[config.mk]
export PLATFORM = sky130hd
export DESIGN_NAME = mem_arbiter
export DESIGN_NICKNAME = d
export VERILOG_FILES = /design/src/rtl/mem_arbiter.sv
export SDC_FILE = /design/constraint.sdc
export NUM_CORES = 1
export LEC_CHECK = 0
export ABC_CLOCK_PERIOD_IN_PS = 2600
export BUFFER_PORTS_ARGS = -buffer_cell sky130_fd_sc_hd__buf_2
export CELL_PAD_IN_SITES_DETAIL_PLACEMENT = 1
export CELL_PAD_IN_SITES_GLOBAL_PLACEMENT = 2
export CORE_UTILIZATION = 25
export CTS_CLUSTER_DIAMETER = 150
export DETAILED_ROUTE_END_ITERATION = 6
export GPL_TIMING_DRIVEN = 0
export MAX_ROUTING_LAYER = met4
export PLACE_DENSITY_LB_ADDON = 0.1
export SYNTH_ARGS = -nofsm -noshare
export SYNTH_HDL_FRONTEND = slang
export SYNTH_SLANG_ARGS = --single-unit
export TNS_END_PERCENT = 20
[constraint.sdc]
create_clock -name clk -period 2.6 [get_ports clk]
set_clock_uncertainty 0.15 [all_clocks]
set_input_delay 0.13 -clock clk [delete_from_list [all_inputs] [get_ports clk]]
set_output_delay 0.13 -clock clk [all_outputs]
set_load 0.1 [all_outputs]
[src/rtl/mem_arbiter.sv]
// mem_arbiter: shares one byte-addressed data memory between instruction
// fetch (IF, word reads) and the load/store unit (LS, byte/half/word).
// Every transaction runs IDLE -> ISSUE -> WAIT -> RESP. Misaligned or
// illegal requests skip straight from IDLE to RESP without touching memory.
// LS has fixed priority, except that IF wins once it has lost
// STARVE_LIMIT arbitrations in a row.
module mem_arbiter #(
  parameter int ADDR_W       = 10,
  parameter int STARVE_LIMIT = 4
) (
  input  logic              clk,
  input  logic              rst_n,
  input  logic              if_req,
  input  logic [ADDR_W-1:0] if_addr,
  output logic              if_gnt,
  output logic              if_rvalid,
  input  logic              ls_req,
  input  logic              ls_we,
  input  logic [1:0]        ls_size,
  input  logic [ADDR_W-1:0] ls_addr,
  input  logic [31:0]       ls_wdata,
  output logic              ls_gnt,
  output logic              ls_rvalid,
  output logic [31:0]       rsp_rdata,
  output logic              rsp_err,
  output logic [2:0]        mem_access,
  output logic [1:0]        mem_size,
  output logic [ADDR_W-1:0] mem_addr,
  output logic [31:0]       mem_wdata,
  input  logic [31:0]       mem_rdata
);

  localparam int CNT_W = $clog2(STARVE_LIMIT + 1);
  localparam logic [CNT_W-1:0] LIMIT = CNT_W'(STARVE_LIMIT);

  localparam logic [1:0] SZ_BYTE = 2'b00;
  localparam logic [1:0] SZ_HALF = 2'b01;
  localparam logic [1:0] SZ_WORD = 2'b10;
  localparam logic [1:0] SZ_ILL  = 2'b11;

  typedef enum logic [1:0] {IDLE, ISSUE, WAIT, RESP} state_e;

  state_e            state_q, state_d;
  logic [CNT_W-1:0]  cnt_q, cnt_d;
  logic              win_if_q, win_if_d;  // latched winner: 1 = IF, 0 = LS
  logic              we_q, we_d;          // latched direction of the winner

  logic              if_gnt_q, if_gnt_d;
  logic              if_rvalid_q, if_rvalid_d;
  logic              ls_gnt_q, ls_gnt_d;
  logic              ls_rvalid_q, ls_rvalid_d;
  logic [31:0]       rsp_rdata_q, rsp_rdata_d;
  logic              rsp_err_q, rsp_err_d;
  logic [2:0]        mem_access_q, mem_access_d;
  logic [1:0]        mem_size_q, mem_size_d;
  logic [ADDR_W-1:0] mem_addr_q, mem_addr_d;
  logic [31:0]       mem_wdata_q, mem_wdata_d;

  // Fields of the request selected in IDLE.
  logic              sel_if;
  logic              sel_we;
  logic [1:0]        sel_size;
  logic [ADDR_W-1:0] sel_addr;
  logic [31:0]       sel_wdata;
  logic              sel_err;

  // Arbitration, alignment check, next state and next registered outputs.
  always_comb begin
    // NOTE: every variable gets a default before the case statement, so no
    // path leaves one unassigned and no latch is inferred.
    state_d      = state_q;
    cnt_d        = cnt_q;
    win_if_d     = win_if_q;
    we_d         = we_q;
    if_gnt_d     = 1'b0;
    if_rvalid_d  = 1'b0;
    ls_gnt_d     = 1'b0;
    ls_rvalid_d  = 1'b0;
    rsp_rdata_d  = '0;
    rsp_err_d    = 1'b0;
    mem_access_d = 3'b000;
    mem_size_d   = mem_size_q;
    mem_addr_d   = mem_addr_q;
    mem_wdata_d  = mem_wdata_q;
    sel_if       = 1'b0;
    sel_we       = 1'b0;
    sel_size     = SZ_WORD;
    sel_addr     = '0;
    sel_wdata    = '0;
    sel_err      = 1'b0;

    case (state_q)
      IDLE: begin
        if (if_req || ls_req) begin
          sel_if = if_req && (!ls_req || cnt_q == LIMIT);
          if (sel_if) begin
            sel_we    = 1'b0;
            sel_size  = SZ_WORD;
            sel_addr  = if_addr;
            sel_wdata = '0;
            cnt_d     = '0;
          end else begin
            sel_we    = ls_we;
            sel_size  = ls_size;
            sel_addr  = ls_addr;
            sel_wdata = ls_wdata;
            // IF lost this round; it cannot be at the limit here.
            if (if_req) cnt_d = cnt_q + 1'b1;
          end

          sel_err = (sel_size == SZ_ILL)
                 || (sel_size == SZ_HALF && sel_addr[0])
                 || (sel_size == SZ_WORD && sel_addr[1:0] != 2'b00);

          win_if_d = sel_if;
          we_d     = sel_we;
          if_gnt_d = sel_if;
          ls_gnt_d = !sel_if;

          if (sel_err) begin
            // Reject without a memory access: grant and response together.
            rsp_err_d   = 1'b1;
            if_rvalid_d = sel_if;
            ls_rvalid_d = !sel_if;
            state_d     = RESP;
          end else begin
            mem_access_d = {~sel_we, sel_we, 1'b1};
            mem_size_d   = sel_size;
            mem_addr_d   = sel_addr;
            mem_wdata_d  = sel_wdata;
            state_d      = ISSUE;
          end
        end
      end
      ISSUE: state_d = WAIT;
      WAIT: begin
        // Memory returns read data one cycle after the command.
        rsp_rdata_d = we_q ? 32'h0 : mem_rdata;
        if_rvalid_d = win_if_q;
        ls_rvalid_d = !win_if_q;
        state_d     = RESP;
      end
      RESP:    state_d = IDLE;
      default: state_d = IDLE;
    endcase

    // Unused with SZ_BYTE; kept so all encodings are named.
    if (sel_size == SZ_BYTE) sel_err = 1'b0;
  end

  // State, latched transaction fields and registered outputs.
  always_ff @(posedge clk or negedge rst_n) begin
    if (!rst_n) begin
      state_q      <= IDLE;
      cnt_q        <= '0;
      win_if_q     <= 1'b0;
      we_q         <= 1'b0;
      if_gnt_q     <= 1'b0;
      if_rvalid_q  <= 1'b0;
      ls_gnt_q     <= 1'b0;
      ls_rvalid_q  <= 1'b0;
      rsp_rdata_q  <= '0;
      rsp_err_q    <= 1'b0;
      mem_access_q <= 3'b000;
      mem_size_q   <= '0;
      mem_addr_q   <= '0;
      mem_wdata_q  <= '0;
    end else begin
      // NOTE: non-blocking assignments so every flop samples the values of
      // the previous cycle, independent of statement order.
      state_q      <= state_d;
      cnt_q        <= cnt_d;
      win_if_q     <= win_if_d;
      we_q         <= we_d;
      if_gnt_q     <= if_gnt_d;
      if_rvalid_q  <= if_rvalid_d;
      ls_gnt_q     <= ls_gnt_d;
      ls_rvalid_q  <= ls_rvalid_d;
      rsp_rdata_q  <= rsp_rdata_d;
      rsp_err_q    <= rsp_err_d;
      mem_access_q <= mem_access_d;
      mem_size_q   <= mem_size_d;
      mem_addr_q   <= mem_addr_d;
      mem_wdata_q  <= mem_wdata_d;
    end
  end

  assign if_gnt     = if_gnt_q;
  assign if_rvalid  = if_rvalid_q;
  assign ls_gnt     = ls_gnt_q;
  assign ls_rvalid  = ls_rvalid_q;
  assign rsp_rdata  = rsp_rdata_q;
  assign rsp_err    = rsp_err_q;
  assign mem_access = mem_access_q;
  assign mem_size   = mem_size_q;
  assign mem_addr   = mem_addr_q;
  assign mem_wdata  = mem_wdata_q;

endmodule

==> results.md <==
* Area of the mapped netlist at 3400 um2
* Cells along the critical path: inv_1 -> ha_1 -> a21bo_4 -> a211oi_2 -> a311o_1 -> buf_6 -> a21oi_1 -> dlygate4sd3_1
* Drt pass-1 iters at 6
* Detail Placement HPWL at 6.89 mm
* NumNets Final at 631
* Vias after detailed routing at 3032
* Period Utilization, post-route at 92.5%
* CTS tree: built
* Commonest cells in the synthesized netlist: dfrtp_1 (91), a22o_1 (34), inv_1 (33)
* Starting Density at 25.6%
* Maximum number of buffers from clock root to sink at 2
* Number of inserted filler cells in the final layout at 1496
* Count of warnings emitted by yosys at 0
* Fraction of synthesized cell area taken by the top area cell type at 67.1%
* Critical Path End Type: flop
* Ratio of routed vias to standard cells at 4.23
* Boundary Pins at 175
* Outcome: finished, final reports clean
* Post-detailed-route DRC marker count at 0
* Number of antenna violations at the first check in global routing at 0
* Library cell with the largest summed area after synthesis: dfrtp_1
* Horiz. Die Dim at 119 um
* Maximum clock frequency at 416 MHz
* Synth Register Bits at 91
* Total global routing track utilization at 16.4%
* Biggest area contributors in the synthesized netlist: dfrtp_1 (67%), a22o_1 (8.8%), and2_1 (5.9%)
* Most common flop cell mapped by yosys: dfrtp_1
* Hold Vio Cnt, Final at 0
* Share of cells above drive strength 1 at 37.7%
* Drt first-iter violations at 134
* ANT nets after route at 0
* Number of setup violations in the final report at 0
* Number of global-route vias before repair at 3340
* Placement row count at 42
* R2r worst-path depth at 8
* Critical path launch point type: flop
* Path class of the lowest-slack min-delay path: in -> async
* Final Slew Violations at 0
* CTS Root Buffer Type: clkbuf_16
* Data arrival time at the worst-slack endpoint at 2.46 ns
* H-tree depth reported by CTS at 3
* Required arrival time at the worst endpoint at 2.66 ns
* Drt total wl at 10.5 mm
* Count of cell types in the netlist at 32
* Source of the worst register-to-register timing path: cnt_q[0]$_DFFE_PN0P_
* Critical-path top delay cell: dlygate4sd3_1
* Most common cell in the synthesized netlist: dfrtp_1
* Crit-path max cell delay at 0.56 ns
* Top fanout value on the critical path at 17
* Max-Cap Viols at 0
* Port Buffer Count at 173
* Reg2reg setup slack at 0.20 ns
* Clk sinks at 91
* Die footprint at 14100 um2
* Post-synth EDFFs at 0
* Time the worst path needs with I/O delays and setup at 2.40 ns
* Area delta synth->final at 68.2%
* Global-route wire length before repair at 17.3 mm
* Weighted congestion reported at the end of routability-driven placement at 0.693
* Std-Cell Core Area at 13200 um2
* Unrepaired setup endpoints after global routing: no
* Final Hold Slack at 0.103 ns
* R2R Path End: mem_access[2]$_DFF_PN0_
* Worst slew pin tran at 0.844 ns
* Number of instances in the synthesized netlist at 262
* Worst max-slew margin expressed relative to the limit at 43.4%
* Fraction of the yosys area taken by sequential cells at 67.1%
* FFs w/ async S/R, synth at 100%
* Clock transition at path regs at 0.06 ns
* Critical path class: reg -> reg
* Total gr overflow at 0
* Pin count of the biggest net entering global routing at 67
* Number of antenna diodes at 0
* Mean routed wirelength per cell at 14.6 um
* Latest clock arrival within the worst-skew pair at 0.33 ns
* Number of buffers created by CTS at 9
* Post-Synthesis Mean Instance Area at 13.0 um2
* Overall die height at 119 um
* Syn_nets at 357
==> how the worst max path moves through the flow <==
stage          slack [ns]                 endpoint                   start  cells past startpoint
2_1_floorplan        0.64  mem_size[0]$_DFFE_PN0P_    cnt_q[0]$_DFFE_PN0P_                      8
3_3_place_gp        -0.25  mem_addr[8]$_DFFE_PN0P_  state_q[0]$_DFFE_PN0P_                      6
3_5_place_dp         0.32  mem_addr[9]$_DFFE_PN0P_  state_q[0]$_DFFE_PN0P_                      6
4_1_cts              0.02  mem_access[2]$_DFF_PN0_    cnt_q[0]$_DFFE_PN0P_                      9
5_1_grt              0.05  mem_access[2]$_DFF_PN0_    cnt_q[0]$_DFFE_PN0P_                      8
6_report             0.20  mem_access[2]$_DFF_PN0_    cnt_q[0]$_DFFE_PN0P_                      8
==> cells in the final DEF, fill, tap and decap left out, types with 3 or more instances in the layout <==
cell type	instances
buf_2	176
dfrtp_1	91
dlygate4sd3_1	88
a22o_1	34
inv_1	33
and2_1	32
clkbuf_16	9
a222oi_1	8
nor2_1	7
clkbuf_1	7
nand2_1	7
buf_4	5
ha_1	4
a21oi_1	3
==> per-stage QoR <==
step,utilization (%),worst slack (ns),std cells,TNS [ns],cell area (um2)
finish,43.1,0.196,717,0,5710
floorplan,-,0.640,262,0,3400
global route,43.1,0.0497,717,0,5710
global placement,33.8,-0.246,611,-2.03,4480
detailed placement,34.1,0.320,612,0,4520
CTS,43.1,0.0159,716,0,5700
==> area by class of cell <==
| cell class | instances | area [um2] | share of cell area [%] |
|---|---|---|---|
| Sequential cell | 91 | 2280 | 39.9 |
| Clock buffer | 12 | 256 | 4.49 |
| Buffer | 14 | 80.1 | 1.40 |
| Clock inverter | 4 | 48.8 | 0.855 |
| Inverter | 33 | 124 | 2.17 |
| Multi-Input combinational cell | 123 | 912 | 16.0 |
| Tap cell | 176 | 220 | 3.86 |
| Timing Repair Buffer | 264 | 1790 | 31.4 |
==> flip-flops by register name, indices dropped and copies added (netlist names) <==
signal      cells
win_if_q        1
ls_gnt          1
we_q            1
mem_access      3
rsp_rdata      32
mem_size        2
mem_wdata      32
if_rvalid       1
mem_addr       10
if_gnt          1
ls_rvalid       1
cnt_q           3
state_q         2
rsp_err         1
==> timing repair <==
item | in CTS | in global routing
endpoints found under the hold margin | 171 | 0
hold buffers | 88 | 0
gates resized for setup | 0 | 1
setup endpoints to repair | 0 | 1
buffers inserted | 0 | 2
==> routing by layer <==
| layer | vias up | part of all wire, % | track usage, % |
|---|---|---|---|
| met5 | - | 0 | - |
| met3 | 7 | 5.7 | 3.86 |
| li1 | 1443 | - | - |
| met4 | 0 | 1.1 | 6.41 |
| met1 | 1467 | 43 | 19.3 |
| met2 | 115 | 50 | 27.3 |
==> critical path: cells and delay by family, from the launching register on <==
kind / cells / cell delay [ns]
buf+inv: 3 / 0.81
compound gates: 4 / 0.69
flops: 1 / 0.37
fa+ha+maj: 1 / 0.24
==> cell families (layout without fill, tap and decap cells) <==
logic type | Yosys count | count (layout) | share of synthesized area [%]
DFF | 91 | 91 | 67.1
AOI/OAI and AO/OA | 60 | 60 | 15.2
and+or+nand+nor | 57 | 57 | 9.36
buffers and inverters | 48 | 327 | 6.34
adders and majority gates | 4 | 4 | 1.47
muxes | 2 | 2 | 0.590
Power is left out: the tool's default activity adds up to more than one toggle a clock period on the data nets, which glitch-free logic cannot reach.
